`config.mk`:
```
export PLATFORM = sky130hd
export DESIGN_NAME = ped_request_cond
export DESIGN_NICKNAME = d
export VERILOG_FILES = /design/src/rtl/ped_request_cond.sv
export SDC_FILE = /design/constraint.sdc
export NUM_CORES = 1
export LEC_CHECK = 0
export BUFFER_PORTS_ARGS = -buffer_cell sky130_fd_sc_hd__buf_2
export CAP_MARGIN = 40
export CORE_MARGIN = 1.5
export CORE_UTILIZATION = 40
export CTS_BUF_LIST = sky130_fd_sc_hd__clkbuf_16
export DETAILED_ROUTE_END_ITERATION = 8
export PLACE_DENSITY_LB_ADDON = 0.25
export SYNTH_ARGS = -nofsm -noshare
export SYNTH_HDL_FRONTEND = slang
export SYNTH_SLANG_ARGS = --single-unit
```
`constraint.sdc`:
```
create_clock -name clk_50MHz -period 2 [get_ports clk_50MHz]
set_clock_uncertainty 0.05 [all_clocks]
set_input_delay 0.1 -clock clk_50MHz [delete_from_list [all_inputs] [get_ports clk_50MHz]]
set_output_delay 0.1 -clock clk_50MHz [all_outputs]
set_load 0.01 [all_outputs]
```
`src/rtl/ped_request_cond.sv`:
```
// Pedestrian push-button conditioner: sync, debounce, press strobe,
// sticky request with acknowledge, and a saturating 2-digit BCD request count.
module ped_request_cond #(
  parameter int DEBOUNCE_CYCLES = 1000000,
  parameter int CNT_W           = 20
) (
  input  logic       clk_50MHz,
  input  logic       reset,
  input  logic       key_n,
  input  logic       ack,
  output logic       key_level,
  output logic       key_pulse,
  output logic       req,
  output logic [7:0] req_count
);

  localparam logic [CNT_W-1:0] LP_CNT_MAX =
    CNT_W'(DEBOUNCE_CYCLES - 1);
  localparam logic [7:0] LP_COUNT_SAT = 8'h99;

  logic             r_s1;
  logic             r_s2;
  logic             r_stable;
  logic             r_stable_d;
  logic [CNT_W-1:0] r_cnt;
  logic             r_key_level;
  logic             r_key_pulse;
  logic             r_req;
  logic [7:0]       r_count;

  logic             w_diff;
  logic             w_done;
  logic             w_accept;
  logic [7:0]       w_count_next;

  assign w_diff   = (r_s2 != r_stable);
  assign w_done   = w_diff && (r_cnt == LP_CNT_MAX);
  // A press is a new request unless it merges into one still pending.
  assign w_accept = r_key_pulse & (~r_req | ack);

  always_comb begin
    w_count_next = r_count;
    if (r_count != LP_COUNT_SAT) begin
      if (r_count[3:0] == 4'd9) begin
        w_count_next[3:0] = 4'd0;
        w_count_next[7:4] = r_count[7:4] + 4'd1;
      end else begin
        w_count_next[3:0] = r_count[3:0] + 4'd1;
      end
    end
  end

  always_ff @(posedge clk_50MHz) begin
    if (reset) begin
      r_s1 <= 1'b1;
      r_s2 <= 1'b1;
    end else begin
      r_s1 <= key_n;
      r_s2 <= r_s1;
    end
  end

  always_ff @(posedge clk_50MHz) begin
    if (reset) begin
      r_stable <= 1'b1;
      r_cnt    <= '0;
    end else if (!w_diff) begin
      r_cnt <= '0;
    end else if (w_done) begin
      r_stable <= r_s2;
      r_cnt    <= '0;
    end else begin
      r_cnt <= r_cnt + 1'b1;
    end
  end

  // r_stable_d lets the strobe fire on the 1->0 edge of the accepted level.
  always_ff @(posedge clk_50MHz) begin
    if (reset) begin
      r_stable_d  <= 1'b1;
      r_key_level <= 1'b0;
      r_key_pulse <= 1'b0;
    end else begin
      r_stable_d  <= r_stable;
      r_key_level <= ~r_stable;
      r_key_pulse <= r_stable_d & ~r_stable;
    end
  end

  always_ff @(posedge clk_50MHz) begin
    if (reset) begin
      r_req   <= 1'b0;
      r_count <= 8'h00;
    end else begin
      r_req <= r_key_pulse | (r_req & ~ack);
      if (w_accept) begin
        r_count <= w_count_next;
      end
    end
  end

  assign key_level = r_key_level;
  assign key_pulse = r_key_pulse;
  assign req       = r_req;
  assign req_count = r_count;

endmodule

```
==> reports/qor.yml, run 1 <==
cts:
  clockBufferDepth: 2
  clk_latency_ns: 0.27
  postCtsSetupRepairBufs: 0
  cts_sinks: 35
  h-tree-depth: 2
  clk_pin_slew_ns: 0.05
  clock-root-buffer: "clkbuf_16"
  cts_buffers: 5
  cts_tree: "done"
critical_path:
  crit_arrival_ns: 2.03
  crit_fanout: 4
  rr_startpoint: "r_cnt[0]"
  critPathRequiredTime_ns: 2.15
  r2r_end: "r_cnt[18]"
  path_class: "reg -> reg"
  endpoint_kind: "flop"
  r2r_slack_ns: 0.12
  r2r_cells: 5
  startpoint_type: "flop"
  worstSetupEndpoint: "r_cnt[18]"
  setup.worst_path.start: "r_cnt[0]"
route:
  drc: 0
  finalWirelength_um: 2970
  drtPass1Iterations: 4
  detail_route.wl_per_cell_um: 12.4
  vias: 1221
  drtAntennaViolNets: 0
  vias_per_cell: 5.09
  first_iter_violations: 63
global_route:
  antenna_found_initial: 0
  overflow: 0
  grt_max_degree: 20
  grt_pass1_wl_um: 5400
  grt_pass1_vias: 1222
  track_usage: 0.168
sta:
  worst_slew_pin_slew_ns: 0.415
  post-route-min-period_ns: 1.88
  relSlewSlack: 0.719
  rsz0062_at_grt: "false"
  finalSetupViolations: 0
  fmax_mhz: 533
  slew_viol_final: 0
  period_share: 0.938
  finalSetupTns_ns: 0
  hold_violations: 0
logic_synthesis:
  synthAdderAreaFrac: 0.0245
  synth_compound_area_frac: 0.0759
  syn_area_um2: 1530
  synth_area_per_cell_um2: 8.92
  yosysSeqAreaShare: 0.457
  async_flop_share: 0
  synth_nets: 179
  synthDistinctLibCells: 39
  synthFlopType: "dfxtp_1"
  ys_warn_count: 0
  ys_ff_latch: 35
  synth_top_family_by_area: "simple AND/OR/NAND/NOR gates"
  yosys.area_share.simple: 0.301
  synth-edff-count: 0
  synth_xor_area_frac: 0.0914
  synthMuxAreaShare: 0.0204
  syn_inst: 172
power:
  power_leakage_uw: 0.000625
  ir_worst_vdd_mv: 0.536
  p_per_area_nw_per_um2: 789
floorplanning:
  fp.dieH_um: 64.9
  dieArea_um2: 4220
  start_util: 0.419
  ioPinCount: 15
  rows: 22
  core-area_um2: 3660
  die_w_um: 64.9
place:
  gp_congestion: 0.786
  placed_cells: 232
  hpwl_um: 2030
  io_buffers: 14
hold_path:
  hp-class: "in -> reg"
  whs_path_depth: 2
layout:
  syn_to_final_growth_pct: 17.9
  nNetsFinal: 199
  drive_gt1_frac: 0.182
  antenna_cells: 0
  fin_cells: 240
job:
  cap_viol_max_count: 0
status:
  status: "finished clean"
## state kept, by name, summed over array words and instances, names as in the netlist
name and flops:
r_s2 1, req_count 8, r_s1 1, key_pulse 1, r_stable_d 1, key_level 1
r_cnt 20, r_stable 1, req 1
## kinds of logic after synthesis
kind of cell             Yosys count
AND/OR/NAND/NOR                   83
flip-flops                        35
AO/OA/AOI/OAI                     20
XOR/XNOR                          16
buffers and inverters             12
multiplexers                       3
adder cells (fa/ha/maj)            3
## layer usage
| layer | wire [um] | global-route usage | part of all wire |
|---|---|---|---|
| met5 | 0 | 0 | 0 |
| met4 | 52 | 0.0638 | 0.018 |
| met3 | 114 | 0.0625 | 0.038 |
| met2 | 1410 | 0.277 | 0.48 |
| met1 | 1390 | 0.199 | 0.47 |
## metrics by stage
step | power [uW] | util | instance area (um^2) | setup WS (ns) | hold slack [ns]
6_report | 1430 | 0.494 | 1810 | 0.123 | 0.131
5_1_grt | 1480 | 0.494 | 1810 | 0.00948 | 0.161
3_5_place_dp | 733 | 0.454 | 1660 | 0.131 | 0.248
4_1_cts | 1450 | 0.494 | 1810 | 0.0956 | 0.119
3_3_place_gp | 732 | 0.454 | 1660 | 0.161 | 0.246
2_1_floorplan | 727 | - | 1530 | 0.174 | 0.154
## worst max-delay path: stages, from the launching register on
cell,delay (ns)
dfxtp_1,0.35
ha_2,0.22
nand2_1,0.07
or4_4,0.54
or4_1,0.41
a21oi_1,0.16
## cell usage after synthesis (3+ instances only)
library cell | number | area [um^2]
xnor2_1 | 12 | 105
xor2_1 | 4 | 35.0
or3_1 | 3 | 18.8
o21ai_0 | 5 | 25.0
ha_1 | 3 | 37.5
nor2_1 | 27 | 101
or2_2 | 3 | 18.8
nand3_1 | 5 | 25.0
a21oi_1 | 10 | 50.1
nor3_1 | 6 | 30.0
nor4_1 | 3 | 18.8
dfxtp_1 | 35 | 701
inv_1 | 8 | 30.0
nand4_1 | 6 | 37.5
nand2_1 | 11 | 41.3
clkbuf_1 | 3 | 11.3
## timing repair
item / 4_1_cts / 5_1_grt
hold buffers: 1 / 0
endpoints found under the hold margin: 1 / 0
endpoints found under the setup margin: 0 / 1
resized for setup: 0 / 1
## power breakdown
part / total (uW) / internal, uW / leakage [uW] / switching [uW]
registers: 702 / 701 / 0.000282 / 1.12
clock network: 708 / 446 / 0.0000671 / 261
logic: 18.3 / 7.43 / 0.000276 / 10.8
## placed cells by master, fill, tap and decap left out, types with 2 or more instances in the layout
| cell | netlist | final |
|---|---|---|
| buf_2 | 1 | 14 |
| xnor2_1 | 12 | 12 |
| dfxtp_1 | 35 | 35 |
| nand2_1 | 11 | 11 |
| nor4_1 | 3 | 3 |
| buf_4 | 0 | 2 |
| or4_4 | 2 | 2 |
| nand3b_1 | 2 | 2 |
| nand4_1 | 6 | 6 |
| nand3_1 | 5 | 5 |
| nor4b_1 | 2 | 2 |
| or2_2 | 3 | 3 |
| ha_1 | 3 | 2 |
| nor3_1 | 6 | 6 |
| or3_1 | 3 | 3 |
| mux2i_1 | 2 | 2 |
| inv_1 | 8 | 8 |
| clkbuf_16 | 0 | 5 |
| nand2b_1 | 2 | 2 |
| a21oi_1 | 10 | 10 |
| xor2_1 | 4 | 4 |
| o21ai_0 | 5 | 5 |
| nor2_1 | 27 | 27 |
## cell type report
type	instances	area (um^2)
flip-flops and latches	35	701
well taps	48	60.1
multi-input cells	125	790
fillers	359	1850
clock buffers	5	125
repair buffers	17	95.1
clock inverters	2	8.76
inverters	8	30.0
## worst min path at each step
stage                      from      endpoint  slack, ns
final                     reset  req_count[1]       0.13
after global placement    key_n          r_s1       0.25
after floorplan           key_n          r_s1       0.15
after detailed placement  key_n          r_s1       0.25
after CTS                 reset  req_count[2]       0.12
after global routing      reset  req_count[2]       0.16
Power figures use the tool's default switching activity.
==> run 2: changes to the inputs <==
--- a/config.mk
+++ b/config.mk
@@ -6,12 +6,12 @@
 export NUM_CORES = 1
 export LEC_CHECK = 0
 export BUFFER_PORTS_ARGS = -buffer_cell sky130_fd_sc_hd__buf_2
-export CAP_MARGIN = 40
+export CAP_MARGIN = 0
 export CORE_MARGIN = 1.5
-export CORE_UTILIZATION = 40
+export CORE_UTILIZATION = 57
 export CTS_BUF_LIST = sky130_fd_sc_hd__clkbuf_16
 export DETAILED_ROUTE_END_ITERATION = 8
-export PLACE_DENSITY_LB_ADDON = 0.25
+export PLACE_DENSITY = 0.85
 export SYNTH_ARGS = -nofsm -noshare
 export SYNTH_HDL_FRONTEND = slang
 export SYNTH_SLANG_ARGS = --single-unit
==> run 2 against run 1 <==
Effect of this change:
- routed wire length increased by 9.2%
- critical path type unchanged
- worst setup slack got worse by 0.049 ns
- cell count decreased by 7.1%
- via count increased by 5.7%
- sequential share of layout area increased by 0.24 points
- largest power group unchanged
- global-route usage increased by 7.7 points
- sequential power about the same
==> reports/qor.yml, run 2 (same netlist as run 1, synthesis figures left out) <==
layout:
  final_common_cell: "dfxtp_1"  # unchanged
  antenna_cells: 0  # unchanged
  n_fill_cell: 177  # was 359
  postLayoutCoreUtil: 0.713  # was 0.494
  largest_reg_flops: 20  # unchanged
  nNetsFinal: 199  # unchanged
  syn_to_final_growth_pct: 17.2  # was 17.9%
  drive_gt1_frac: 0.192  # was 0.182
  regMostFlops: "r_cnt"  # unchanged
  final_cell_mix: "35 x dfxtp_1, 27 x nor2_1, 14 x buf_2"  # unchanged
  fin_cells: 223  # was 240
critical_path:
  setup.worst_path.start: "r_cnt[0]"  # unchanged
  crit_fanout: 4  # unchanged
  critPathRequiredTime_ns: 2.11  # was 2.15 ns
  r2r_slack_ns: 0.07  # was 0.12 ns
  worstSetupEndpoint: "r_cnt[18]"  # unchanged
  path_class: "reg -> reg"  # unchanged
  rr_startpoint: "r_cnt[0]"  # unchanged
  crit_arrival_ns: 2.03  # about the same
  r2r_end: "r_cnt[18]"  # unchanged
  endpoint_kind: "flop"  # unchanged
  r2r_cells: 5  # unchanged
  startpoint_type: "flop"  # unchanged
route:
  vias_per_cell: 5.79  # was 5.09
  vias: 1291  # was 1,221
  drtAntennaViolNets: 0  # unchanged
  drtPass1Iterations: 4  # unchanged
  finalWirelength_um: 3240  # was 2970 um
  drc: 0  # unchanged
  first_iter_violations: 32  # was 63
  detail_route.wl_per_cell_um: 14.5  # was 12.4 um
sta:
  slew_viol_final: 0  # unchanged
  finalSetupTns_ns: 0  # unchanged
  setup_ws_ns: 0.0745  # was 0.123 ns
  post-route-min-period_ns: 1.93  # was 1.88 ns
  hold_violations: 0  # unchanged
  finalSetupViolations: 0  # unchanged
  worst_slew_pin_slew_ns: 0.372  # was 0.415 ns
  fmax_mhz: 519  # was 533 MHz
  rsz0062_at_grt: "false"  # unchanged
  period_share: 0.963  # was 0.938
  relSlewSlack: 0.749  # was 0.719
cts:
  cts_sinks: 35  # unchanged
  clock-root-buffer: "clkbuf_16"  # unchanged
  postCtsSetupRepairBufs: 0  # unchanged
  h-tree-depth: 2  # unchanged
  clk_latency_ns: 0.28  # was 0.27 ns
  clockBufferDepth: 2  # unchanged
  cts_buffers: 5  # unchanged
  cts_tree: "done"  # unchanged
  clk_pin_slew_ns: 0.06  # was 0.05 ns
job:
  cap_viol_max_count: 0  # unchanged
floorplanning:
  fp.dieH_um: 54.9  # was 64.9 um
  dieArea_um2: 3010  # was 4220 um^2
  ioPinCount: 15  # unchanged
  start_util: 0.608  # was 0.419
  core-area_um2: 2520  # was 3660 um^2
  die_w_um: 54.9  # was 64.9 um
  rows: 18  # was 22
hold_path:
  whs_path_depth: 2  # unchanged
  hp-class: "in -> reg"  # unchanged
global_route:
  overflow: 0  # unchanged
  grt_pass1_vias: 1086  # was 1,222
  grt_max_degree: 20  # unchanged
  antenna_found_initial: 0  # unchanged
  track_usage: 0.246  # was 0.168
  grt_pass1_wl_um: 4930  # was 5400 um
place:
  hpwl_um: 2150  # was 2030 um
  io_buffers: 14  # unchanged
  placed_cells: 214  # was 232
  gp_congestion: 0.813  # was 0.786
  dp_slack_ns: 0.114  # was 0.131 ns
power:
  power_leakage_uw: 0.000624  # was 0.000625 uW
  power_uw: 1470  # was 1430 uW
  ir_worst_vdd_mv: 0.818  # was 0.536 mV
  p_per_area_nw_per_um2: 815  # was 789 nW/um^2
status:
  status: "finished clean"  # unchanged
-- run 2: cell types whose count changed in the layout (fill, tap and decap cells not counted), sizes merged --
cell	previous run	this run
clkinvlp	0	2
clkinv	2	1
-- run 2: layout make-up --
class	count	area, um^2	area share
Inverter	8	30.0	0.0167
Tap cell	30	37.5	0.0209
Sequential cell	35	701	0.390
Clock inverter	3	20.0	0.0111
Multi-Input combinational cell	125	790	0.439
Timing Repair Buffer	17	95.1	0.0529
Clock buffer	5	125	0.0696
-- run 2: report_power, final --
group,total [uW],switching [uW],internal (uW),leakage (uW)
Clock,746,288,458,0.0000658
Combinational,18.2,10.8,7.42,0.000276
Sequential,702,1.48,700,0.000282
Total,1470,300,1170,0.000624
-- run 2: worst max-delay path, stage by stage, from the launching register on --
cell and delay [ns]:
dfxtp_1 0.37, ha_2 0.24, nand4_1 0.17, or4_2 0.71, o21ai_0 0.18, a21oi_1 0.08
-- run 2: worst min-delay path by stage --
stage / to / slack (ns) / start
5_1_grt: req_count[1] / 0.14 / reset
6_report: req_count[2] / 0.13 / reset
3_5_place_dp: r_s1 / 0.24 / key_n
4_1_cts: req_count[2] / 0.13 / reset
2_1_floorplan: r_s1 / 0.15 / key_n
3_3_place_gp: r_s1 / 0.23 / key_n
-- run 2: what timing repair did --
action,CTS,global route
setup endpoints to repair,0,1
resized for setup,0,1
endpoints found under the hold margin,1,0
hold buffers,1,0
-- run 2: per-stage QoR --
step	hold slack [ns]	cell area [um^2]
2_1_floorplan	0.154	1530
3_3_place_gp	0.235	1640
3_5_place_dp	0.238	1640
4_1_cts	0.128	1800
5_1_grt	0.144	1800
6_report	0.132	1800
-- run 2: layer usage --
| metal | up-vias | global-route usage | wire length, um |
|---|---|---|---|
| li1 | 638 | - | - |
| met5 | - | 0 | 0 |
| met2 | 21 | 0.431 | 1720 |
| met4 | 0 | 0.0875 | 26 |
| met3 | 4 | 0.0820 | 87 |
| met1 | 628 | 0.273 | 1400 |
==> run 3: changes to the inputs <==
--- a/config.mk
+++ b/config.mk
@@ -9,7 +9,7 @@
 export CAP_MARGIN = 0
 export CORE_MARGIN = 1.5
 export CORE_UTILIZATION = 57
-export CTS_BUF_LIST = sky130_fd_sc_hd__clkbuf_16
+export CTS_BUF_LIST = sky130_fd_sc_hd__clkbuf_8 sky130_fd_sc_hd__clkbuf_16
 export DETAILED_ROUTE_END_ITERATION = 8
 export PLACE_DENSITY = 0.85
 export SYNTH_ARGS = -nofsm -noshare
==> run 3 against run 2 <==
Effect of this change:
- non-clock buffer count stayed put
- power is 17% lower
- flip-flop and latch count stayed put
- via count is 1.3% lower
- worst setup slack better by 0.011 ns
- design area is 3.3% lower
- die area stayed put
- routed wire length is 4.6% lower
- core utilization is 2.3 points lower
- register-to-register slack hardly changed
- first-iteration DRC count is 6.3% lower
- highest routed layer unchanged
==> reports/qor.yml, run 3 (same netlist as run 1, synthesis figures left out) <==
layout:
  antenna_cells: 0  # unchanged
  postLayoutCoreUtil: 0.689  # was 0.713
  regMostFlops: "r_cnt"  # unchanged
  final_common_cell: "dfxtp_1"  # unchanged
  final_cell_mix: "35 x dfxtp_1, 27 x nor2_1, 14 x buf_2"  # unchanged
  n_fill_cell: 185  # was 177
  drive_gt1_frac: 0.187  # was 0.192
  largest_reg_flops: 20  # unchanged
  final_cell_area_um2: 1740  # was 1800 um^2
  syn_to_final_growth_pct: 13.4  # was 17.2%
  fin_cells: 223  # unchanged
  nNetsFinal: 199  # unchanged
power:
  p_switching_uw: 269  # was 300 uW
  p_per_area_nw_per_um2: 700  # was 815 nW/um^2
  power_leakage_uw: 0.000601  # was 0.000624 uW
  intPower_uw: 948  # was 1170 uW
  swShare: 0.221  # was 0.205
  p_clk_frac: 0.409  # was 0.509
  ir_worst_vdd_mv: 0.720  # was 0.818 mV
  p_seq_frac: 0.575  # was 0.479
  p_comb_frac: 0.015  # was 0.012
sta:
  fmax_mhz: 522  # was 519 MHz
  relSlewSlack: 0.766  # was 0.749
  post-route-min-period_ns: 1.91  # was 1.93 ns
  whs_ns: 0.124  # was 0.132 ns
  finalSetupViolations: 0  # unchanged
  hold_violations: 0  # unchanged
  period_share: 0.957  # was 0.963
  rsz0062_at_grt: "false"  # unchanged
  worst_slew_pin_slew_ns: 0.346  # was 0.372 ns
  finalSetupTns_ns: 0  # unchanged
  slew_viol_final: 0  # unchanged
critical_path:
  rr_startpoint: "r_cnt[0]"  # unchanged
  r2r_end: "r_cnt[18]"  # unchanged
  path_class: "reg -> reg"  # unchanged
  worstSetupEndpoint: "r_cnt[18]"  # unchanged
  crit_arrival_ns: 2.08  # was 2.03 ns
  endpoint_kind: "flop"  # unchanged
  setup.worst_path.start: "r_cnt[0]"  # unchanged
  startpoint_type: "flop"  # unchanged
  crit_fanout: 4  # unchanged
  r2r_slack_ns: 0.09  # was 0.07 ns
  critPathRequiredTime_ns: 2.16  # was 2.11 ns
  r2r_cells: 5  # unchanged
cts:
  clk_latency_ns: 0.29  # was 0.28 ns
  clk_pin_slew_ns: 0.08  # was 0.06 ns
  hold_buffers: 1  # unchanged
  clock-root-buffer: "clkbuf_8"  # was clkbuf_16
  clockBufferDepth: 2  # unchanged
  cts_tree: "done"  # unchanged
  cts_resized: 0  # unchanged
  cts_sinks: 35  # unchanged
  postCtsSetupRepairBufs: 0  # unchanged
  cts_buffers: 5  # unchanged
  h-tree-depth: 2  # unchanged
floorplanning:
  ioPinCount: 15  # unchanged
  die_w_um: 54.9  # unchanged
  rows: 18  # unchanged
  fp.dieH_um: 54.9  # unchanged
  start_util: 0.608  # unchanged
  dieArea_um2: 3010  # unchanged
  core-area_um2: 2520  # unchanged
status:
  status: "finished clean"  # unchanged
global_route:
  grt_pass1_wl_um: 4640  # was 4930 um
  use_met1: 0.248  # was 0.273
  track_usage: 0.227  # was 0.246
  antenna_found_initial: 0  # unchanged
  grt_max_degree: 20  # unchanged
  use_met2: 0.383  # was 0.431
  overflow: 0  # unchanged
  grt_pass1_vias: 1109  # was 1,086
  grt_util_met3: 0.0820  # unchanged
  busiest_layer: "met2"  # unchanged
place:
  placed_area_um2: 1640  # unchanged
  io_buffers: 14  # unchanged
  hpwl_um: 2150  # unchanged
  placed_cells: 214  # unchanged
  gp_congestion: 0.813  # unchanged
route:
  first_iter_violations: 30  # was 32
  vias_per_cell: 5.71  # was 5.79
  vias: 1274  # was 1,291
  finalWirelength_um: 3090  # was 3240 um
  drc: 0  # unchanged
  detail_route.wl_per_cell_um: 13.9  # was 14.5 um
  drtPass1Iterations: 4  # unchanged
  drtAntennaViolNets: 0  # unchanged
job:
  cap_viol_max_count: 0  # unchanged
hold_path:
  hp-class: "in -> reg"  # unchanged
run 3: cell counts in the layout (fill, tap and decap cells not counted):
Identical to the previous run, type by type.
run 3: layer usage:
| layer | part of all wire | vias up |
|---|---|---|
| met3 | 0.038 | 2 |
| met4 | 0.0026 | 0 |
| met2 | 0.51 | 21 |
| met5 | 0 | - |
| met1 | 0.45 | 613 |
| li1 | - | 638 |
run 3: how the worst min path moves through the flow:
stage	start	endpoint	slack [ns]	cells past startpoint
final	reset	req_count[2]	0.12	2
after global routing	reset	req_count[1]	0.13	2
after CTS	reset	req_count[2]	0.11	2
after detailed placement	key_n	r_s1	0.24	2
after global placement	key_n	r_s1	0.23	2
after floorplan	key_n	r_s1	0.15	1
run 3: final cells by class:
type	count	area, um^2	area share
Clock inverter	3	20.0	0.0115
Sequential cell	35	701	0.403
Inverter	8	30.0	0.0173
Multi-Input combinational cell	125	787	0.453
Timing Repair Buffer	17	95.1	0.0547
Clock buffer	5	68.8	0.0396
Tap cell	30	37.5	0.0216
run 3: power by group through the flow:
stage | logic (uW) | registers (uW) | clock network (uW)
2_1_floorplan | 11.3 | 716 | 0
6_report | 18.4 | 700 | 498
5_1_grt | 20.2 | 700 | 542
3_3_place_gp | 15.3 | 716 | 0
3_5_place_dp | 16.3 | 716 | 0
4_1_cts | 18.3 | 700 | 512
run 3: through the flow:
stage / total power [uW] / setup WS [ns]
2_1_floorplan: 727 / 0.174
4_1_cts: 1230 / 0.0855
6_report: 1220 / 0.0852
3_5_place_dp: 733 / 0.114
3_3_place_gp: 731 / 0.171
5_1_grt: 1260 / 0.000774
run 3: critical path, cell delays in order, from the launching register on:
cell     delay, ns
dfxtp_1       0.36
ha_1          0.23
nand2_1       0.10
or4_4         0.55
or4_1         0.40
a21oi_1       0.15
